$ cat src/rtl/synth_pkg.sv
// Shared constants and types for the envelope generator: state codes, full-scale value
// and the step-unit operating modes.
package synth_pkg;

    localparam int unsigned ENV_WIDTH = 32;
    localparam logic [ENV_WIDTH-1:0] ENV_MAX = '1;

    typedef enum logic [2:0] {
        ENV_IDLE    = 3'd0,
        ENV_ATTACK  = 3'd1,
        ENV_DECAY   = 3'd2,
        ENV_SUSTAIN = 3'd3,
        ENV_RELEASE = 3'd4
    } env_state_e;

    // How the shared step unit combines the current value with its operand.
    typedef enum logic [1:0] {
        STEP_ADD_MAX   = 2'd0,
        STEP_SUB_LEVEL = 2'd1,
        STEP_SUB_ZERO  = 2'd2,
        STEP_LEVEL     = 2'd3
    } step_mode_e;

endpackage

$ cat src/rtl/env_sat_step.sv
// Combinational saturating add/subtract with clamp; done flags that the segment
// reached its end value (full scale, the sustain level, or zero).
module env_sat_step
    import synth_pkg::*;
#(
    parameter int unsigned WIDTH = ENV_WIDTH
) (
    input  step_mode_e       mode,
    input  logic [WIDTH-1:0] cur,
    input  logic [WIDTH-1:0] operand,
    input  logic [WIDTH-1:0] level,
    output logic [WIDTH-1:0] next_val,
    output logic             done
);

    localparam logic [WIDTH-1:0] MAX_VAL = '1;

    logic [WIDTH:0] sum;
    logic [WIDTH:0] diff;

    always_comb begin
        sum      = {1'b0, cur} + {1'b0, operand};
        diff     = {1'b0, cur} - {1'b0, operand};
        next_val = cur;
        done     = 1'b0;
        case (mode)
            // A zero rate would stall the segment forever, so it completes immediately.
            STEP_ADD_MAX: begin
                if (sum[WIDTH] || (sum[WIDTH-1:0] == MAX_VAL) || (operand == '0)) begin
                    next_val = MAX_VAL;
                    done     = 1'b1;
                end else begin
                    next_val = sum[WIDTH-1:0];
                end
            end
            STEP_SUB_LEVEL: begin
                if (diff[WIDTH] || (diff[WIDTH-1:0] <= level)) begin
                    next_val = level;
                    done     = 1'b1;
                end else begin
                    next_val = diff[WIDTH-1:0];
                end
            end
            STEP_SUB_ZERO: begin
                if (diff[WIDTH] || (diff[WIDTH-1:0] == '0) || (operand == '0)) begin
                    next_val = '0;
                    done     = 1'b1;
                end else begin
                    next_val = diff[WIDTH-1:0];
                end
            end
            default: begin
                next_val = level;
                done     = 1'b0;
            end
        endcase
    end

endmodule

$ cat src/rtl/adsr_envelope.sv
// Linear ADSR envelope generator, one step per Env_ce tick, saturating arithmetic.
// Define ENV_EXP_RELEASE_EN for an exponential release (step = max(Amplitude >> EXP_SHIFT, Release_rate)).
module adsr_envelope
    import synth_pkg::*;
#(
    parameter int unsigned WIDTH     = ENV_WIDTH,
    parameter int unsigned EXP_SHIFT = 8
) (
    input  logic             Sys_clk,
    input  logic             Env_rst,
    input  logic             Env_ce,
    input  logic             Gate,
    input  logic [WIDTH-1:0] Attack_rate,
    input  logic [WIDTH-1:0] Decay_rate,
    input  logic [WIDTH-1:0] Sustain_level,
    input  logic [WIDTH-1:0] Release_rate,
    output logic [WIDTH-1:0] Amplitude,
    output logic             Env_busy,
    output logic [2:0]       Env_state
);

`ifdef ENV_EXP_RELEASE_EN
    localparam bit EXP_RELEASE = 1'b1;
`else
    localparam bit EXP_RELEASE = 1'b0;
`endif

    env_state_e       state_q, state_d, seg_state;
    logic [WIDTH-1:0] amp_q, amp_d;
    logic             gate_q, gate_d;
    logic             busy_q, busy_d;

    logic             rise, fall;
    logic [WIDTH-1:0] exp_step, release_step;
    step_mode_e       step_mode;
    logic [WIDTH-1:0] step_operand;
    logic [WIDTH-1:0] step_next;
    logic             step_done;

    // Resolve gate edges first so the same tick also performs the new segment's first step.
    always_comb begin
        rise         = Gate & ~gate_q;
        fall         = ~Gate & gate_q;
        exp_step     = amp_q >> EXP_SHIFT;
        release_step = (EXP_RELEASE && (exp_step > Release_rate)) ? exp_step : Release_rate;

        seg_state = state_q;
        if (rise && ((state_q == ENV_IDLE) || (state_q == ENV_RELEASE))) begin
            seg_state = ENV_ATTACK;
        end else if (fall && ((state_q == ENV_ATTACK) || (state_q == ENV_DECAY) ||
                              (state_q == ENV_SUSTAIN))) begin
            seg_state = ENV_RELEASE;
        end

        step_mode    = STEP_LEVEL;
        step_operand = '0;
        case (seg_state)
            ENV_ATTACK: begin
                step_mode    = STEP_ADD_MAX;
                step_operand = Attack_rate;
            end
            ENV_DECAY: begin
                step_mode    = STEP_SUB_LEVEL;
                step_operand = Decay_rate;
            end
            ENV_RELEASE: begin
                step_mode    = STEP_SUB_ZERO;
                step_operand = release_step;
            end
            default: begin
                step_mode    = STEP_LEVEL;
                step_operand = '0;
            end
        endcase
    end

    env_sat_step #(
        .WIDTH(WIDTH)
    ) u_step (
        .mode    (step_mode),
        .cur     (amp_q),
        .operand (step_operand),
        .level   (Sustain_level),
        .next_val(step_next),
        .done    (step_done)
    );

    always_comb begin
        state_d = state_q;
        amp_d   = amp_q;
        gate_d  = gate_q;
        busy_d  = busy_q;
        if (Env_ce) begin
            gate_d = Gate;
            case (seg_state)
                ENV_ATTACK: begin
                    amp_d   = step_next;
                    state_d = step_done ? ENV_DECAY : ENV_ATTACK;
                end
                ENV_DECAY: begin
                    amp_d   = step_next;
                    state_d = step_done ? ENV_SUSTAIN : ENV_DECAY;
                end
                ENV_SUSTAIN: begin
                    amp_d   = step_next;
                    state_d = ENV_SUSTAIN;
                end
                ENV_RELEASE: begin
                    amp_d   = step_next;
                    state_d = step_done ? ENV_IDLE : ENV_RELEASE;
                end
                default: begin
                    amp_d   = '0;
                    state_d = ENV_IDLE;
                end
            endcase
            busy_d = (state_d != ENV_IDLE);
        end
    end

    always_ff @(posedge Sys_clk) begin
        if (Env_rst) begin
            state_q <= ENV_IDLE;
            amp_q   <= '0;
            gate_q  <= 1'b0;
            busy_q  <= 1'b0;
        end else begin
            state_q <= state_d;
            amp_q   <= amp_d;
            gate_q  <= gate_d;
            busy_q  <= busy_d;
        end
    end

    assign Amplitude = amp_q;
    assign Env_busy  = busy_q;
    assign Env_state = state_q;

endmodule

$ cat config.mk
export PLATFORM = sky130hd
export DESIGN_NAME = adsr_envelope
export DESIGN_NICKNAME = d
export VERILOG_FILES = /design/src/rtl/synth_pkg.sv /design/src/rtl/env_sat_step.sv /design/src/rtl/adsr_envelope.sv
export SDC_FILE = /design/constraint.sdc
export NUM_CORES = 1
export LEC_CHECK = 0
export ABC_AREA = 1
export BUFFER_PORTS_ARGS = -buffer_cell sky130_fd_sc_hd__buf_2
export CAP_MARGIN = 15
export CORE_MARGIN = 2
export CORE_UTILIZATION = 60
export DETAILED_ROUTE_END_ITERATION = 10
export PLACE_DENSITY_LB_ADDON = 0.2
export SLEW_MARGIN = 5
export SYNTH_ARGS = -nofsm -noshare
export SYNTH_HDL_FRONTEND = slang
export SYNTH_HIERARCHICAL = 1
export SYNTH_SLANG_ARGS = --single-unit
$ cat constraint.sdc
create_clock -name Sys_clk -period 8.4 [get_ports Sys_clk]
set_input_delay 1.68 -clock Sys_clk [delete_from_list [all_inputs] [get_ports Sys_clk]]
set_output_delay 1.68 -clock Sys_clk [all_outputs]
set_load 0.02 [all_outputs]
# After elaboration in Yosys (flattened, before gate mapping)
# Cells that the tools add are included.
# op_classes
n_addsub	2
mul	0
n_div	0
magnitude_cmp	1
n_eq_ne	11
n_shift	0
muxes	18
bitwise_logic	4
reduce_logical	16
# ops
op	n
$pmux 32 s3	2
$mux 32	4
$logic_not 32->1	2
$add 32x32->33	1
$sub 32x32->33	1
$eq 32x32->1 const B	1
$le 32x32->1	1
$eq 3x2->1 const B	4
$mux 3	4
$pmux 3 s4	1
$logic_or 1x1->1	8
$eq 3x1->1 const B	2
$eq 3x3->1 const B	2
$pmux 2 s3	1
$mux 1	4
$reduce_or 4->1	1
$logic_not 3->1	1
$pmux 1 s3	1
$reduce_bool 3->1	1
$and 1x1->1	2
$eq 2x1->1 const B	1
$eq 2x2->1 const B	1
$logic_and 1x1->1	2
$logic_not 2->1	1
other kinds (2)	3
# totals
reg_bits	37
latch_bits	0
ram_bits	0
romBits	0
in_bits	132
out_inout_bits	36
elab_cells	56
n_memories	0

# Depth between registers and ports, before layout
# depth
depth_word	18
ltp_mapped	45
depth_no_buf	43

# Cells and area by module
# Netlist, hierarchy kept.
# by_module_without_submodules
mod	n_inst	cells_each	area_per_inst_um2	seq_area_each_um2
env_sat_step	1	1560	7892.6	0.0
adsr_envelope	1	395	2275.9	740.7

# Worst setup path after synthesis
# No wires, ideal clock.
# synth_path
path_kind	in2reg
from	input port Gate
to	register busy_q, in the netlist Env_busy
setup_ns	0.070
t_arrival_ns	5.729
required_ns	8.330
slack_ns	2.601
stages	38
path_buffers	2
cell_sequence	nor2_1 > nand3_1 > nand2_1 > nand2_1 > nand3_2 > inv_2 > buf_2 > nand2_1 > nand3_1 > ha_1 > fa_1 > inv_1 > nand3_1 > nand2_1 > nand3_1 > nand3_2 > nand2_1 > nand2_1 > [2 not listed] > nand2_1 > nand2_1 > inv_1 > ha_1 > nand2_1 > inv_1 > nand3_1 > nor3_1 > and3_1 > nand2_1 > nand2_1 > nand3_4 > buf_6 > nand2_1 > nand3_2 > o21ai_0 > nor2_1 > a21oi_1
# synth_between
elab_chain_cells	17
word_cells_on_any_way	37
cone_classes	add/sub: 2; order compare: 1; eq/ne: 7; mux: 13; bitwise: 3; reduce/logical: 11
# synth_lines
element	line	source
from (decl)	adsr_envelope.sv:12	input logic Gate,
$not 1->1	adsr_envelope.sv:43	fall = ~Gate & gate_q;
$and 1x1->1	adsr_envelope.sv:43	
$logic_and 1x1->1	adsr_envelope.sv:50	end else if (fall && ((state_q == ENV_ATTACK) || (state_q == ENV_DECAY) ||
$mux 3	adsr_envelope.sv:50	
$mux 3 (*)	adsr_envelope.sv:48	if (rise && ((state_q == ENV_IDLE) || (state_q == ENV_RELEASE))) begin
$eq 3x3->1 (tied with other cells)	adsr_envelope.sv:57	case (seg_state)
$pmux 32 s3 (*)	adsr_envelope.sv:57	
via step_operand[0]	adsr_envelope.sv:36	logic [WIDTH-1:0] step_operand;
parallel branches: the longest is 5 deep, another holds $sub 32x32->33	--	
$pmux 1 s3 (*)	env_sat_step.sv:26	case (mode)
via step_done	adsr_envelope.sv:38	logic step_done;
$mux 1 (tied with other cells)	adsr_envelope.sv:102	state_d = step_done ? ENV_SUSTAIN : ENV_DECAY;
$pmux 3 s4 (*)	adsr_envelope.sv:95	case (seg_state)
$mux 3 (*)	adsr_envelope.sv:93	if (Env_ce) begin
$reduce_bool 3->1 (*)	adsr_envelope.sv:117	busy_d = (state_d != ENV_IDLE);
to (signal assigned)	adsr_envelope.sv:131	busy_q <= busy_d;
to (decl)	adsr_envelope.sv:31	logic busy_q, busy_d;
# Mark *: on every way through the listed nets, which the timed path passes. The select of a mux whose other input is x is not followed.
# A chain may end at the register's enable or synchronous reset.

# Worst setup path after layout
# layout_path
from	input port Gate
to	register amp_q[5], in the netlist Amplitude[5]
# layout_between
elab_chain_cells	14
word_cells_on_any_way	33
cone_classes	add/sub: 2; order compare: 1; eq/ne: 7; mux: 9; bitwise: 3; reduce/logical: 11
# layout_lines
element	line	source
$not 1->1	adsr_envelope.sv:43	
$and 1x1->1	adsr_envelope.sv:43	
$logic_and 1x1->1	adsr_envelope.sv:50	
$mux 3	adsr_envelope.sv:50	
$mux 3 (*)	adsr_envelope.sv:48	
$eq 3x3->1 (tied with other cells)	adsr_envelope.sv:57	
$pmux 32 s3 (*)	adsr_envelope.sv:57	
via step_operand[0]	adsr_envelope.sv:36	
parallel branches: the longest is 5 deep, another holds $sub 32x32->33	--	
$pmux 32 s3 (*)	env_sat_step.sv:26	
via step_next[5]	adsr_envelope.sv:37	logic [WIDTH-1:0] step_next;
$mux 32 (*)	adsr_envelope.sv:95	
to (signal assigned)	adsr_envelope.sv:129	amp_q <= amp_d;
to (decl)	adsr_envelope.sv:29	logic [WIDTH-1:0] amp_q, amp_d;
# Mark *: on every way through the listed nets, which the timed path passes.

==> run summary <==
Switching power: 0.00167 W
WP data required: 8.54 ns
Synth Net Count: 2,185
Footprint of the multi-input gates: 7610 sq um
Reg2Reg Capture Point: Amplitude[5]
Post-synthesis compound-gate area fraction: 10.2%
Worst reg-to-reg setup slack: 1.72 ns
Register share of total power: 8.8%
Top FF cell, synth: dfxtp_1
Tcrit/Tclk final: 92.7%
Row cnt: 47
Worst EP arrival: 7.93 ns
Yosys cell types: 45
CTS tree: built
Total grt overflow: 0
Setup crit end kind: flip-flop
Most frequent cells in the layout: nand2_1 (769), inv_1 (341), buf_2 (167), nand3_1 (130), nor2_1 (119)
IO Count: 168
Fin. max-slew vios: 0
Met3 WL: 5230 microns
Total routed wirelength: 39,500 microns
Final setup fails: 0
Layout cells sized above 1: 13.7%
Port Buffers: 167
Antenna Violating Nets Remaining: 0
Highest metal used: met4
Post-synth EDFFs: 0
P_int: 0.000990 W
Die Y-Extent: 134 microns
Crit Path Category: primary input to flip-flop
Initial Util: 61.3%
Post-synthesis instance area: 10,200 sq um
WL per Instance: 17.3 microns
Largest family of logic cells by synthesized area: simple AND/OR/NAND/NOR gates
Worst path max stage delay: 0.57 ns
Mux cell area share after synthesis: 0%
F_max: 128 MHz
Initial DRC count: 1,792
Synth Area in Adders: 12.2%
Syn-to-layout area delta: 8.79%
Simple-gate area share of the yosys netlist: 51.2%
RSZ-0062 raised after global routing: no
Synth Warn #: 6
Slew Limit Headroom: 23.3%
First-pass iteration count of the detailed router: 7
Wire length on met1: 16,100 microns
Post-synth top area share: 28.4%
GR Util All Layers: 42.5%
Post-synthesis sequential area ratio: 7.28%
Pwr dens: 240 nW/um^2
Pre-CTS setup slack: 0.608 ns
Worst hold stages: 2
Final min period: 7.79 ns
Met2 routed WL: 16,800 microns
Most frequent CP cell: nand2_1
Commonest non-fill, non-tap cell in the layout: nand2_1
TritonCTS buffer count: 5
Outcome: complete, no violations
TNS Setup: 0 ns
Post-DR vias/cell: 5.74
Max-cap violations: 0
CTS max path bufs: 2
Critical Path Source Type: primary input
Core Area: 16,600 sq um
Static leakage: 6.74 nW
Worst-path fanout max: 63
Yosys reg bits: 37
Final Hold Vio Count: 0
FF-to-FF path depth: 38
Net Sw Frac: 62.7%
Largest net degree at the start of global routing: 64
Worst min-delay path category: flip-flop to flip-flop
Synth top area cells: nand2_1 (28%), inv_1 (13%), ha_1 (12%), dfxtp_1 (7.3%), nand3_1 (6.4%)
Vias: 13,079
FF-to-FF Start: gate_q
Number of global-route vias before repair: 11,406
Clk sinks: 37
Routability cong.: 1.04
H-Tree Depth: 2
Max VDD drop: 221 uV
Xor and xnor area share after synthesis: 1.03%
# diodes: 0
Area leader, netlist: nand2_1
Nets: 2,289
Cts hold-fix bufs: 0
Post-DP HPWL: 32,400 microns
First-pass GRT wire length: 60,100 microns
Clock share of power: 9.4%
Mapped Cells: 1,955
FILL cells: 1,651
Slowest stage cell on the critical path: clkinvlp_4
Post-route DRC violation count: 0
Min-Delay Startpoint: Amplitude[13]
PnR worst setup slack: 0.610 ns
Logic pwr share: 81.8%
Register Area: 741 sq um
Clk pin slew, worst setup/hold paths: 0.06 ns
Clock Skews: 0.00454 ns
Async SR Flop Fraction: 0%
Clock root cell: clkbuf_16
Initial antenna violation count: 0
Worst-margin pin slew: 1.14 ns
Avg Inst Size Synth: 5.20 sq um
Worst-skew pair later-pin latency: 0.29 ns
Die Span X: 134 microns
Die footprint: 18,000 sq um
Min-Delay Endpoint: Amplitude[13]
[critical path, delay by kind of cell]
family	cells	cell delay, ns
AND/OR/NAND/NOR	26	3.59
buffers and inverters	7	1.11
adder cells (fa/ha/maj)	3	0.97
AO/OA/AOI/OAI	2	0.50
[flip-flops by register name, indices dropped and copies added (netlist names)]
signal,count
Amplitude,32
Env_busy,1
Env_state,3
gate_q,1
[worst max path at each step]
stage | from | end | slack, ns | cells after the start
2_1_floorplan | Gate | Env_busy | 2.60 | 38
3_3_place_gp | Gate | Env_busy | 0.83 | 37
3_5_place_dp | Gate | Amplitude[21] | 0.61 | 38
4_1_cts | Gate | Amplitude[5] | 0.88 | 38
5_1_grt | Gate | Amplitude[27] | 0.03 | 41
6_report | Gate | Amplitude[5] | 0.61 | 38
[power groups by stage]
stage	Combinational [W]	Sequential (W)	Clock [W]
finish	0.00217	0.000235	0.000250
global placement	0.00203	0.000235	0
detailed placement	0.00206	0.000236	0
global route	0.00236	0.000236	0.000256
floorplan	0.00150	0.000247	0
CTS	0.00207	0.000232	0.000252
[through the flow]
stage	hold WS (ns)	instances	util [%]	total power, W	instance area (sq um)
6_report	0.517	2280	66.7	0.00266	11100
5_1_grt	0.531	2280	66.7	0.00285	11100
4_1_cts	0.516	2280	66.7	0.00256	11100
3_5_place_dp	0.506	2272	65.5	0.00229	10900
3_3_place_gp	0.494	2272	65.5	0.00226	10900
2_1_floorplan	0.512	1955	-	0.00175	10200
[synthesized netlist by cell type (all sizes together) (19+ instances only)]
library cell / n
clkbuf: 19
nand3: 150
ha: 96
nand2: 792
buf: 58
nor2: 146
inv: 358
o21ai: 28
o211ai: 32
nand4: 84
a21oi: 95
dfxtp: 37
[metal layers]
metal / vias up / global-route usage, %
met2: 835 / 66.2
met4: 0 / 12.5
met5: - / 0
met3: 109 / 8.09
li1: 6308 / -
met1: 5827 / 59.5
[final cells by class]
cell class                      count  share of cell area, %
Inverter                          360                   12.2
Clock buffer                        5                   1.13
Tap cell                          220                   2.49
Timing Repair Buffer              174                   8.03
Multi-Input combinational cell   1481                   68.8
Clock inverter                      3                  0.588
Sequential cell                    37                   6.70
[timing repair]
item	4_1_cts	5_1_grt
endpoints found under the hold margin	0	0
setup buffers	0	0
setup endpoints to repair	0	4
resized for setup	0	2
[logic make-up (layout without fill, tap and decap cells)]
family / after synthesis / count (layout)
adders and majority gates: 98 / 98
and+or+nand+nor: 1197 / 1197
xor gates and xnor gates: 12 / 12
buffers and inverters: 437 / 542
AOI/OAI and AO/OA: 174 / 174
DFF: 37 / 37
(Power assumes the default switching activity.)
